[src/rtl/mlp_layer_sequencer.sv]
`default_nettype none
// ============================================================================
// Module      : mlp_layer_sequencer
// Description : Steps one dense-layer slice through the 8-lane Multiplier:
//               fetches x[k] and weight rows, then activates and writes outputs.
// Revision    : 1.0 - initial release
// ============================================================================
module mlp_layer_sequencer #(
  parameter int AW = 8
) (
  input  logic          clk,
  input  logic          resetn,
  input  logic          start,
  input  logic [AW-1:0] n_in,
  input  logic [AW-1:0] x_base,
  input  logic [AW-1:0] w_base,
  input  logic [AW-1:0] y_addr_in,
  input  logic [7:0]    shift_in,
  output logic [AW-1:0] x_addr,
  input  logic [7:0]    x_rd_data,
  output logic [AW-1:0] w_addr,
  input  logic [63:0]   w_rd_data,
  output logic [2:0]    step,
  output logic [7:0]    shift,
  output logic [7:0]    A,
  output logic [63:0]   B,
  input  logic [63:0]   Y,
  input  logic          ovf_in,
  output logic          y_we,
  output logic [AW-1:0] y_addr,
  output logic [63:0]   y_data,
  output logic          busy,
  output logic          done,
  output logic          layer_ovf
);

  localparam logic [2:0]    c_step_wait = 3'd0;
  localparam logic [2:0]    c_step_mult = 3'd1;
  localparam logic [2:0]    c_step_acc  = 3'd2;
  localparam logic [2:0]    c_step_act  = 3'd3;
  localparam logic [2:0]    c_step_mwa  = 3'd4;
  localparam logic [AW-1:0] c_one       = {{(AW-1){1'b0}}, 1'b1};

  typedef enum logic [2:0] {
    S_IDLE, S_FETCH, S_MUL, S_ACC, S_ACT, S_DRAIN, S_CAPTURE, S_DONE
  } state_t;

  state_t        r_state, w_next;
  logic [AW-1:0] r_k, r_n_in, r_x_base, r_w_base, r_x_addr, r_w_addr, r_y_addr;
  logic [7:0]    r_shift, r_a;
  logic [63:0]   r_b;
  logic          r_layer_ovf;
  logic          w_accept, w_last;

  assign w_accept = (r_state == S_IDLE) && start && (n_in != '0);
  assign w_last   = (r_k == (r_n_in - c_one));

  always_ff @(posedge clk or negedge resetn) begin
    if (!resetn) begin
      r_state     <= S_IDLE;
      r_k         <= '0;
      r_n_in      <= '0;
      r_x_base    <= '0;
      r_w_base    <= '0;
      r_x_addr    <= '0;
      r_w_addr    <= '0;
      r_y_addr    <= '0;
      r_shift     <= '0;
      r_a         <= '0;
      r_b         <= '0;
      r_layer_ovf <= 1'b0;
    end else begin
      r_state <= w_next;
      case (r_state)
        S_IDLE: begin
          if (w_accept) begin
            r_n_in      <= n_in;
            r_x_base    <= x_base;
            r_w_base    <= w_base;
            r_y_addr    <= y_addr_in;
            r_shift     <= shift_in;
            r_k         <= '0;
            r_layer_ovf <= 1'b0;
            // Element 0 address is presented during FETCH
            r_x_addr    <= x_base;
            r_w_addr    <= w_base;
          end
        end
        S_MUL: begin
          r_a <= x_rd_data;
          r_b <= w_rd_data;
          // Next element's address is on the bus during ACC so its data lands in the next MUL
          if (!w_last) begin
            r_x_addr <= r_x_base + r_k + c_one;
            r_w_addr <= r_w_base + r_k + c_one;
          end
        end
        S_ACC: begin
          if (!w_last) r_k <= r_k + c_one;
        end
        S_CAPTURE: r_layer_ovf <= ovf_in;
        default: ;
      endcase
    end
  end

  always_comb begin
    w_next = r_state;
    step   = c_step_wait;
    y_we   = 1'b0;
    y_data = '0;
    done   = 1'b0;
    busy   = 1'b1;
    case (r_state)
      S_IDLE: begin
        busy = 1'b0;
        if (w_accept) w_next = S_FETCH;
      end
      S_FETCH: w_next = S_MUL;
      S_MUL: begin
        step   = (r_k == '0) ? c_step_mwa : c_step_mult;
        w_next = S_ACC;
      end
      S_ACC: begin
        step   = c_step_acc;
        w_next = w_last ? S_ACT : S_MUL;
      end
      S_ACT: begin
        step   = c_step_act;
        w_next = S_DRAIN;
      end
      S_DRAIN: w_next = S_CAPTURE;
      S_CAPTURE: begin
        y_we   = 1'b1;
        y_data = Y;
        w_next = S_DONE;
      end
      S_DONE: begin
        done   = 1'b1;
        busy   = 1'b0;
        w_next = S_IDLE;
      end
      default: w_next = S_IDLE;
    endcase
  end

  assign x_addr    = r_x_addr;
  assign w_addr    = r_w_addr;
  assign y_addr    = r_y_addr;
  assign shift     = r_shift;
  assign A         = r_a;
  assign B         = r_b;
  assign layer_ovf = r_layer_ovf;

endmodule
`default_nettype wire
[config.mk]
export PLATFORM = sky130hd
export DESIGN_NAME = mlp_layer_sequencer
export DESIGN_NICKNAME = d
export VERILOG_FILES = /design/src/rtl/mlp_layer_sequencer.sv
export SDC_FILE = /design/constraint.sdc
export NUM_CORES = 1
export LEC_CHECK = 0
export ABC_CLOCK_PERIOD_IN_PS = 2600
export BUFFER_PORTS_ARGS = -buffer_cell sky130_fd_sc_hd__buf_2
export CAP_MARGIN = 20
export CORE_AREA = 2 2 136 138
export CTS_BUF_LIST = sky130_fd_sc_hd__clkbuf_4
export CTS_CLUSTER_SIZE = 20
export DETAILED_ROUTE_END_ITERATION = 8
export DIE_AREA = 0 0 138 140
export MAX_ROUTING_LAYER = met4
export PLACE_DENSITY_LB_ADDON = 0.3
export SETUP_SLACK_MARGIN = 0.02
export SLEW_MARGIN = 10
export SYNTH_ARGS = -nofsm -noshare
export SYNTH_HDL_FRONTEND = slang
export SYNTH_SLANG_ARGS = --single-unit
[constraint.sdc]
create_clock -name clk -period 2.6 [get_ports clk]
set_input_delay 0.39 -clock clk [delete_from_list [all_inputs] [get_ports clk]]
set_output_delay 0.39 -clock clk [all_outputs]
set_load 0.01 [all_outputs]
# Yosys cells after proc, flatten, opt, wreduce, memory -nomap -nowiden
# Index checks and enable logic that the tools add are counted.
[word_totals]
ff_bits = 140
in_bits = 180
[classes]
mux = 20
n_eq_ne = 11
n_reduce_logical = 13
addsub = 6
[ops]
columns = ["op", "count"]
rows = [
  ["64-bit 2-to-1 mux", 1],
  ["8-bit 2-to-1 mux", 6],
  ["8-bit case mux with 2 select lines", 3],
  ["8-bit by 1-bit adder with 8-bit output (second input constant)", 3],
  ["3-bit case mux with 8 select lines", 1],
  ["8-bit adder", 2],
  ["3-bit == test (second input constant)", 4],
  ["3-bit 2-to-1 mux", 3],
  ["3-bit case mux with 3 select lines", 1],
  ["8-bit == test", 1],
  ["8-bit zero test", 1],
  ["8-bit nonzero test", 1],
  ["8-bit by 1-bit subtractor with 8-bit output (second input constant)", 1],
  ["3-bit by 2-bit == test with 1-bit output (second input constant)", 2],
  ["2-bit inequality test (second input constant)", 3],
  ["3-bit AND reduction", 2],
  ["2-bit nonzero test", 3],
  ["1-bit 2-to-1 mux", 4],
  ["2-bit AND reduction", 2],
  ["3-bit by 1-bit == test with 1-bit output (second input constant)", 1],
  ["3-bit zero test", 1],
  ["1-bit logical AND", 2],
  ["1-bit case mux with 2 select lines", 1],
  ["2-bit OR reduction", 1],
]

# Longest topological paths before layout
# Gate-level depths: netlist of run 1.
[logic_depth]
word_depth = 5
depth_mapped = 10
depth_no_buf = 10

# Least setup slack after synthesis of run 1
# Ideal clock, no wire load.
[synth_timing]
kind = "flip-flop to flip-flop"
start = "register r_n_in[0]"
end = "register r_w_addr[6] (netlist: w_addr[6])"
required_time_ns = 2.475
setup_ns = 0.125
path_buffers = 2
stages_incl_launch_ff = 11
setup_slack_ns = 0.250
arrival_ns = 2.225
synth_period_minus_slack_ns = 2.350
path_cell_list = "dfrtp_1 > inv_1 > ha_1 > buf_4 > o21bai_1 > a211oi_1 > a211oi_2 > o22a_4 > o21ai_4 > buf_12 > mux2_4"
[synth_via]
elab_chain_len = 4
[synth_rtl]
columns = ["element", "line", "rtl"]
rows = [
  ["start: declaration", "49", "logic [AW-1:0] r_k, r_n_in, r_x_base, r_w_base, r_x_addr, r_w_addr, r_y_addr;"],
  ["start signal: assignment", "77", "r_n_in <= n_in;"],
  ["8-bit by 1-bit subtractor with 8-bit output", "56", "assign w_last = (r_k == (r_n_in - c_one));"],
  ["8-bit == test", "56", ""],
  ["2-bit inequality test (no line)", "-", ""],
  ["3-bit AND reduction (no line)", "-", ""],
  ["end signal: assignment", "86", "r_w_addr <= w_base;"],
  ["end signal: assignment", "95", "r_w_addr <= r_w_base + r_k + c_one;"],
  ["end: declaration", "49", ""],
]
# Every way passes these cells.
# A chain may end at the register's enable or synchronous reset.

# Final worst setup path of run 1
[layout_timing]
start = "register r_n_in[1]"
end = "register r_w_addr[4] (netlist: w_addr[4])"
# Same word-level chain as after synthesis.

==> results of run 1 <==
-- worst min-delay path by stage --
| stage | slack, ns | to |
|---|---|---|
| after global routing | 0.002 | shift[7] |
| after detailed placement | 0.41 | B[8] |
| after CTS | 0.003 | shift[1] |
| after global placement | 0.40 | B[8] |
| after floorplan | 0.09 | A[0] |
| final | 0.07 | shift[7] |
-- worst max-delay path: stages (launching register included) --
cell and delay, ns:
dfrtp_1 0.43, inv_1 0.06, ha_1 0.27, o21bai_1 0.21
a211oi_1 0.29, a211oi_2 0.08, o22a_4 0.26, o21ai_4 0.18
buf_12 0.19, mux2_2 0.34
-- synth_stat cells (2+ instances only) --
| master | instances | area (um2) |
|---|---|---|
| mux2i_1 | 7 | 70.07 |
| o21ai_0 | 19 | 95.09 |
| nor4_1 | 2 | 12.51 |
| nand4_1 | 2 | 12.51 |
| o21a_1 | 2 | 15.01 |
| clkbuf_1 | 31 | 116.4 |
| mux2_2 | 48 | 540.5 |
| nor3_1 | 11 | 55.05 |
| nand3b_1 | 3 | 22.52 |
| nor2b_1 | 4 | 25.02 |
| o2111a_1 | 2 | 22.52 |
| and3_1 | 67 | 419.2 |
| o211ai_1 | 2 | 15.01 |
| nand3_1 | 2 | 10.01 |
| xnor2_1 | 14 | 122.6 |
| dfrtp_1 | 140 | 3503 |
| or3_1 | 2 | 12.51 |
| nand2_1 | 250 | 938.4 |
| a21o_1 | 3 | 22.52 |
| a211oi_1 | 3 | 22.52 |
| inv_1 | 9 | 33.78 |
| and4_1 | 3 | 26.28 |
| nand2b_1 | 5 | 31.28 |
| mux2_4 | 10 | 150.1 |
| fa_1 | 2 | 40.04 |
| buf_1 | 8 | 30.03 |
| o31ai_1 | 2 | 15.01 |
| a21oi_1 | 12 | 60.06 |
| nor2_1 | 22 | 82.58 |
| buf_4 | 3 | 22.52 |
| xor2_1 | 6 | 52.55 |
| clkbuf_8 | 2 | 27.53 |
| ha_1 | 17 | 212.7 |
-- metal layers --
metal | wire length (um) | vias up | part of all wire | GRT usage
met5 | 0 | - | 0 | -
met4 | 435 | 0 | 0.019 | 0.06928
met3 | 1283 | 26 | 0.057 | 0.04991
met2 | 11780 | 294 | 0.52 | 0.4148
met1 | 9083 | 3231 | 0.40 | 0.2721
li1 | - | 3293 | - | -
-- repair_timing --
action	4_1_cts	5_1_grt
pin swaps	0	1
hold buffers	80	0
endpoints found under the setup margin	66	45
cloned	0	1
buffers inserted	2	5
gates resized for setup	3	4
hold endpoints to repair	135	0
-- cell families after synthesis --
| family | Yosys count | share of synthesized area |
|---|---|---|
| flops | 140 | 0.4955 |
| buf+inv | 56 | 0.04070 |
| xor+xnor | 21 | 0.02708 |
| compound gates | 54 | 0.05132 |
| mux | 65 | 0.1076 |
| simple gates | 379 | 0.2421 |
| fa+ha+maj | 19 | 0.03575 |
-- layout make-up --
class / count / area (um2)
Antenna cell: 2 / 5.005
Clock buffer: 17 / 127.6
Inverter: 9 / 33.78
Fill cell: 1518 / 7574
Timing Repair Buffer: 453 / 2779
Tap cell: 229 / 286.5
Multi-Input combinational cell: 539 / 3316
Sequential cell: 140 / 3507
Clock inverter: 15 / 151.4
-- power groups by stage --
| stage | Sequential, mW | Combinational (mW) | Clock [mW] |
|---|---|---|---|
| after global placement | 4.08 | 6.35 | 0 |
| after global routing | 4.21 | 7.50 | 1.55 |
| after floorplan | 4.33 | 4.18 | 0 |
| final | 4.07 | 6.75 | 1.39 |
| after CTS | 4.05 | 6.66 | 1.46 |
| after detailed placement | 4.08 | 6.52 | 0 |
-- through the flow --
step | worst slack, ns | area, um2 | utilization | std cells
final | 0.1754 | 10210 | 0.5740 | 1404
after global routing | 0.01314 | 10210 | 0.5740 | 1404
after CTS | 0.01518 | 10140 | 0.5706 | 1396
after detailed placement | 0.1512 | 9041 | 0.5085 | 1282
after global placement | 0.2029 | 9041 | 0.5085 | 1282
after floorplan | 0.2500 | 7071 | - | 734
==> flow_metrics.env, run 1 <==
export IMPL_outcome="finished clean"
export IMPL_final_cell_mix="353 x buf_2, 249 x nand2_1, 137 x dfrtp_1"
export IMPL_ff2ff_setup_slack_ns=0.18
export IMPL_crit_path_start_kind="flop"
export IMPL_internal_power_mw=6.752
export IMPL_hold_violations=0
export IMPL_grt_start_max_net_pins=75
export IMPL_period_share=0.9325
export IMPL_switching_power_mw=5.457
export IMPL_cts_num_sinks=140
export IMPL_r2r_start="r_n_in[1]"
export IMPL_synth_async_reset_ratio=1.000
export IMPL_ys_seq_elements=140
export IMPL_layout_commonest_cell="buf_2"
export IMPL_r2r_end="w_addr[4]"
export IMPL_crit_path_end="w_addr[4]"
export IMPL_largest_reg_flops=64
export IMPL_rows=49
export IMPL_design_core_area_um2=17780
export IMPL_sw_frac_of_total=0.4470
export IMPL_drive_above_1_share=0.4101
export IMPL_cts_root_buffer="clkbuf_4"
export IMPL_synth_edff_count=0
export IMPL_ir_drop_v=0.0005508
export IMPL_synth_area_um2=7071
export IMPL_cts_path_max_buffers=2
export IMPL_overflow=0
export IMPL_drt_iter0_markers=292
export IMPL_dieArea_um2=19320
export IMPL_grt_pass1_wl_mm=35.17
export IMPL_relSlewSlack=0.5510
export IMPL_post_dp_hpwl_mm=15.45
export IMPL_synth_ff_type="dfrtp_1"
export IMPL_fp_dieW_um=138
export IMPL_fin_nets=1359
export IMPL_die_h_um=140
export IMPL_finClkSkew_ns=0.02488
export IMPL_cp_end_kind="flop"
export IMPL_crit_type="flop to flop"
export IMPL_hold_path_startpoint="shift_in[7]"
export IMPL_pwr_share_comb=0.553
export IMPL_clkPwrFrac=0.114
export IMPL_area_delta_synth_final_pct=44.35
export IMPL_viasPerCell=4.875
export IMPL_routed_wirelength_mm=22.58
export IMPL_power_density_nw_per_um2=1196
export IMPL_vias=6844
export IMPL_tns_ns=0
export IMPL_drv_cap=0
export IMPL_critPathLaunch="r_n_in[1]"
export IMPL_grt_pass1_vias=6811
export IMPL_floorplan_initialDensity=0.3977
export IMPL_portBuffers=354
export IMPL_worst_pin_slew_ns=0.6675
export IMPL_antenna_left=0
export IMPL_clk_insertion_delay_late_ns=0.56
export IMPL_syn_avg_cell_area_um2=9.633
export IMPL_cp_max_fo=16
export IMPL_finalSetupViolations=0
export IMPL_hold_class="input pin to flop"
export IMPL_synth_warnings=0
export IMPL_track_usage=0.2356
export IMPL_power_leakage_nw=5.861
export IMPL_wl_per_cell_um=16.08
export IMPL_drcViolationCount=0
export IMPL_antenna_found_initial=2
export IMPL_max_freq_mhz=412.4
export IMPL_cts_buffers=17
export IMPL_whs_path_depth=2
export IMPL_critPathArrivalTime_ns=2.86
export IMPL_required_ns=3.04
export IMPL_pin_count=355
export IMPL_seq_area_frac_synth=0.4955
export IMPL_period_needed_ns=2.425
export IMPL_clkTransAtPathRegs_ns=0.14
export IMPL_firstDrtPassIters=5
export IMPL_seqPwrFrac=0.334
export IMPL_syn_inst=734
export IMPL_syn_nets=933
export IMPL_drv_slew=0
export IMPL_hold_ws_ns=0.06590
export IMPL_cts_tree="done"
export IMPL_reg2reg_depth=9
export IMPL_rsz0062_at_grt="no"
export IMPL_finalPower_mw=12.21
export IMPL_place_congestion=0.8418
export IMPL_synth_cell_types=52
export IMPL_h_tree_depth=4
Note: power is estimated with default switching activity, not from simulation.
==> run 2: changes to the inputs <==
- ABC_AREA: unset -> 1
- CORE_AREA: 2 2 136 138 -> 2 2 139 141
- DIE_AREA: 0 0 138 140 -> 0 0 141 143
- TNS_END_PERCENT: unset -> 10
==> flow_metrics.env, run 2 <==
export IMPL_portBuffers=354
export IMPL_synth_cell_types=31
export IMPL_drcViolationCount=0
export IMPL_viasPerCell=4.667
export IMPL_period_share=0.9272
export IMPL_cp_top_family="buffers and inverters"
export IMPL_floorplan_initialDensity=0.3950
export IMPL_relSlewSlack=0.5737
export IMPL_grt_util_met2=0.4254
export IMPL_met3_usage=0.05936
export IMPL_area_delta_synth_final_pct=41.07
export IMPL_critPathArrivalTime_ns=2.02
export IMPL_die_h_um=143
export IMPL_pwr_share_comb=0.550
export IMPL_tns_ns=0
export IMPL_routed_wirelength_mm=24.05
export IMPL_synth_warnings=0
export IMPL_clkTransAtPathRegs_ns=0.14
export IMPL_synth_edff_count=0
export IMPL_clkPwrFrac=0.119
export IMPL_place_congestion=0.8878
export IMPL_syn_inst=963
export IMPL_largest_reg_flops=64
export IMPL_fin_nets=1580
export IMPL_path_cells="nor2_4 -> inv_1 -> nor2_4 -> inv_6 -> buf_12 -> nor2_1 -> buf_2"
export IMPL_rsz0062_at_grt="no"
export IMPL_rows=50
export IMPL_busiest_layer="met2"
export IMPL_synth_top_cell_area_share=0.4773
export IMPL_path_buf_inv=4
export IMPL_internal_power_mw=6.099
export IMPL_synth_most_common_cell="nand2_1"
export IMPL_cts_num_sinks=140
export IMPL_ys_seq_elements=140
export IMPL_synth_top_area_cell="dfrtp_1"
export IMPL_vias=7607
export IMPL_synth_area_um2=7340
export IMPL_crit_path_start_kind="flop"
export IMPL_crit_top_cell="nor2_4"
export IMPL_drv_slew=0
export IMPL_cts_path_max_buffers=2
export IMPL_overflow=0
export IMPL_final_cell_mix="359 x nand2_1, 353 x buf_2, 139 x dfrtp_1"
export IMPL_pin_count=355
export IMPL_firstDrtPassIters=6
export IMPL_cp_max_fo=37
export IMPL_syn_nets=1162
export IMPL_post_dp_hpwl_mm=17.86
export IMPL_cts_buffers=17
export IMPL_dp_cells=1525
export IMPL_crit_type="flop to primary output"
export IMPL_ir_drop_v=0.0006750
export IMPL_required_ns=2.21
export IMPL_slowest_stage="dfrtp_2"
export IMPL_drive_above_1_share=0.3300
export IMPL_drt_iter0_markers=312
export IMPL_wl_per_cell_um=14.75
export IMPL_hold_class="input pin to flop"
export IMPL_synth_ff_type="dfrtp_1"
export IMPL_sw_frac_of_total=0.4826
export IMPL_finClkSkew_ns=0.02191
export IMPL_period_needed_ns=2.411
export IMPL_track_usage=0.2428
export IMPL_seqPwrFrac=0.331
export IMPL_power_leakage_nw=6.271
export IMPL_seq_area_frac_synth=0.4773
export IMPL_cts_tree="done"
export IMPL_cp_end_kind="primary output"
export IMPL_layout_commonest_cell="nand2_1"
export IMPL_postCtsSetupRepairBufs=0
export IMPL_grt_pass1_vias=7486
export IMPL_finalSetupViolations=0
export IMPL_power_density_nw_per_um2=1138
export IMPL_use_met1=0.2617
export IMPL_design_core_area_um2=18580
export IMPL_outcome="finished clean"
export IMPL_finalPower_mw=11.79
export IMPL_cts_root_buffer="clkbuf_4"
export IMPL_fp_dieW_um=141
export IMPL_worst_pin_slew_ns=0.6394
export IMPL_h_tree_depth=4
export IMPL_drv_cap=0
export IMPL_switching_power_mw=5.689
export IMPL_final_cells=1630
export IMPL_clk_insertion_delay_late_ns=0.56
export IMPL_slowest_delay_ns=0.48
export IMPL_antenna_found_initial=2
export IMPL_yosys_top_cells_area="dfrtp_1 48%, nand2_1 18%, inv_1 6.1%"
export IMPL_antenna_left=0
export IMPL_synth_common_cells="360 x nand2_1, 140 x dfrtp_1, 120 x inv_1"
export IMPL_hold_violations=0
export IMPL_grt_start_max_net_pins=75
export IMPL_max_freq_mhz=414.8
export IMPL_grt_pass1_wl_mm=37.18
export IMPL_syn_avg_cell_area_um2=7.622
export IMPL_synth_async_reset_ratio=1.000
export IMPL_post_route_util=0.5572
export IMPL_dieArea_um2=20160
[run 2: metal layers]
metal  up-vias  share of wire
li1       3759              -
met1      3486           0.38
met2       306           0.51
met3        56          0.068
met4         0          0.041
met5         -              0
[run 2: repair_timing]
item	CTS	global route
endpoints found under the setup margin	40	11
hold buffers	68	3
resized for setup	4	2
endpoints found under the hold margin	113	3
[run 2: area by class of cell]
class | instances | area (um2)
tap | 234 | 292.8
sequential | 140 | 3505
multi-input combinational | 659 | 3192
inverter | 126 | 478.0
clock buffer | 18 | 135.1
clock inverter | 14 | 142.6
antenna | 2 | 5.005
fill | 1745 | 8227
timing repair buffer | 437 | 2604
[run 2: per-stage QoR]
step / setup slack [ns] / hold WS (ns) / cell area, um2
floorplan: 0.6682 / 0.09441 / 7340
global placement: 0.4653 / 0.3577 / 9341
detailed placement: 0.4190 / 0.3653 / 9341
CTS: 0.09157 / 0.001358 / 10310
global route: 0.02573 / 0.002172 / 10350
finish: 0.1893 / 0.05199 / 10350
[run 2: cells by family after synthesis]
kind of cell / after synthesis / synth area share
AOI/OAI and AO/OA: 41 / 0.02966
xor gates and xnor gates: 13 / 0.01551
adders and majority gates: 19 / 0.03444
buffers and inverters: 164 / 0.09086
DFF: 140 / 0.4773
muxes: 26 / 0.03972
and+or+nand+nor: 560 / 0.3125
[run 2: worst paths after layout]
kind                                from  cells past startpoint  slack, ns    endpoint
setup / recovery              r_state[0]                      7       0.19  y_data[35]
hold / removal             w_rd_data[35]                      3       0.05       B[35]
setup reg to reg               r_n_in[0]                     14       0.40   w_addr[4]
hold reg to reg                w_addr[3]                      2       0.48   w_addr[3]
max in group asynchronous         resetn                      3       1.50        A[6]
min in group asynchronous         resetn                      2       0.32       B[42]
[run 2: tightest hold or removal path, cell delays in order]
cell     delay (ns)
buf_2          0.07
nand2_1        0.04
nand2_1        0.06
[run 2: power groups by stage]
stage	clock network, mW	logic [mW]	registers [mW]
CTS	1.45	6.51	3.90
global placement	0	6.28	3.91
finish	1.40	6.48	3.91
floorplan	0	3.85	4.26
detailed placement	0	6.41	3.92
global route	1.53	7.30	4.05
==> run 3: changes to the inputs <==
- PLACE_DENSITY: unset -> 0.68
- PLACE_DENSITY_LB_ADDON: 0.3 -> unset
==> flow_metrics.env, run 3 (synthesis gave the netlist of run 2 again) <==
export IMPL_rows=50
export IMPL_pwr_share_comb=0.544
export IMPL_cts_path_max_buffers=2
export IMPL_cp_max_fo=65
export IMPL_drt_iter0_markers=312
export IMPL_fp_dieW_um=141
export IMPL_wl_per_cell_um=14.63
export IMPL_antenna_left=0
export IMPL_crit_path_start_kind="flop"
export IMPL_switching_power_mw=5.600
export IMPL_dieArea_um2=20160
export IMPL_required_ns=2.21
export IMPL_cts_buffers=17
export IMPL_portBuffers=354
export IMPL_sw_frac_of_total=0.4775
export IMPL_ff2ff_setup_slack_ns=0.37
export IMPL_track_usage=0.2348
export IMPL_outcome="finished clean"
export IMPL_area_delta_synth_final_pct=40.23
export IMPL_power_leakage_nw=6.244
export IMPL_path_cells="nor2_2 -> inv_1 -> nor2_2 -> inv_6 -> nor2_1 -> buf_2"
export IMPL_antenna_found_initial=2
export IMPL_postCtsSetupRepairBufs=0
export IMPL_firstDrtPassIters=5
export IMPL_power_density_nw_per_um2=1139
export IMPL_die_h_um=143
export IMPL_cts_root_buffer="clkbuf_4"
export IMPL_routed_wirelength_mm=23.75
export IMPL_h_tree_depth=4
export IMPL_hold_class="input pin to flop"
export IMPL_largest_reg_flops=64
export IMPL_design_core_area_um2=18580
export IMPL_slowest_stage="dfrtp_1"
export IMPL_slowest_delay_ns=0.45
export IMPL_critPathLaunch="r_state[0]"
export IMPL_grt_pass1_wl_mm=35.85
export IMPL_tns_ns=0
export IMPL_crit_path_end="y_data[33]"
export IMPL_overflow=0
export IMPL_cts_num_sinks=140
export IMPL_viasPerCell=4.627
export IMPL_seqPwrFrac=0.333
export IMPL_ir_drop_v=0.0006079
export IMPL_filler_cell_count=1748
export IMPL_max_freq_mhz=413.6
export IMPL_finalSetupViolations=0
export IMPL_period_share=0.9299
export IMPL_grt_pass1_vias=7267
export IMPL_rsz0062_at_grt="no"
export IMPL_floorplan_initialDensity=0.3950
export IMPL_cp_end_kind="primary output"
export IMPL_internal_power_mw=6.127
export IMPL_critPathArrivalTime_ns=2.03
export IMPL_post_dp_hpwl_mm=17.25
export IMPL_clk_insertion_delay_late_ns=0.56
export IMPL_drcViolationCount=0
export IMPL_crit_type="flop to primary output"
export IMPL_reg2reg_depth=14
export IMPL_hold_ws_ns=0.05293
export IMPL_worst_pin_slew_ns=0.6719
export IMPL_place_congestion=0.8733
export IMPL_drv_slew=0
export IMPL_clkTransAtPathRegs_ns=0.13
export IMPL_r2r_end="w_addr[3]"
export IMPL_final_cell_mix="359 x nand2_1, 353 x buf_2, 140 x dfrtp_1"
export IMPL_drv_cap=0
export IMPL_fin_nets=1574
export IMPL_layout_commonest_cell="nand2_1"
export IMPL_grt_start_max_net_pins=70
export IMPL_vias=7515
export IMPL_r2r_start="r_n_in[0]"
export IMPL_crit_cells=6
export IMPL_hold_violations=0
export IMPL_clkPwrFrac=0.123
export IMPL_period_needed_ns=2.418
export IMPL_crit_top_cell="nor2_2"
export IMPL_pin_count=355
export IMPL_relSlewSlack=0.5521
export IMPL_cp_top_family="simple AND/OR/NAND/NOR gates"
export IMPL_drive_above_1_share=0.3293
export IMPL_path_buf_inv=3
export IMPL_finClkSkew_ns=0.02326
export IMPL_post_route_util=0.5539
export IMPL_cts_tree="done"
## run 3: through the flow
stage	power (mW)	cells	worst slack, ns	area (um2)
global placement	10.09	1523	0.3924	9326
finish	11.73	1624	0.1823	10290
detailed placement	10.21	1523	0.3888	9326
CTS	11.77	1622	0.1368	10290
global route	12.82	1624	0.04117	10290
floorplan	8.109	963	0.6682	7340
## run 3: how the worst min path moves through the flow
stage / slack [ns] / to / cells past startpoint / startpoint
5_1_grt: 0.007 / y_addr[4] / 2 / y_addr_in[4]
6_report: 0.05 / B[2] / 3 / w_rd_data[2]
3_5_place_dp: 0.45 / A[3] / 1 / resetn
4_1_cts: 0.0006 / B[2] / 3 / w_rd_data[2]
3_3_place_gp: 0.45 / B[24] / 1 / resetn
2_1_floorplan: 0.09 / A[0] / 0 / resetn
## run 3: worst register-to-register path: cells and delay by family, from the launching register on
| kind | cells | cell delay, ns |
|---|---|---|
| simple gates | 11 | 1.32 |
| flops | 1 | 0.41 |
| fa+ha+maj | 1 | 0.27 |
| buf+inv | 2 | 0.17 |
## run 3: repair_timing
| action | 4_1_cts | 5_1_grt |
|---|---|---|
| resized for setup | 3 | 0 |
| endpoints found under the hold margin | 133 | 0 |
| hold buffers | 67 | 0 |
| setup endpoints to repair | 64 | 0 |
## run 3: cell type report
cell class	instances	area [um2]	area share
clock inverter	15	155.1	0.01507
multi-input combinational	659	3182	0.3091
tap	234	292.8	0.02845
sequential	140	3503	0.3404
antenna	2	5.005	0.0004863
clock buffer	17	127.6	0.01240
timing repair buffer	431	2549	0.2476
inverter	126	478.0	0.04644
## run 3: routing by layer
metal | vias to the layer above | GRT usage | wire length [um]
li1 | 3752 | - | -
met1 | 3395 | 0.2501 | 9074
met2 | 319 | 0.4257 | 12320
met3 | 49 | 0.05164 | 1585
met4 | 0 | 0.09316 | 775
met5 | - | - | 0
## run 3: power groups by stage
stage | clock network [mW] | logic, mW | registers, mW
after floorplan | 0 | 3.85 | 4.26
after global placement | 0 | 6.19 | 3.90
after detailed placement | 0 | 6.30 | 3.92
after CTS | 1.49 | 6.39 | 3.89
after global routing | 1.57 | 7.21 | 4.04
final | 1.44 | 6.38 | 3.90
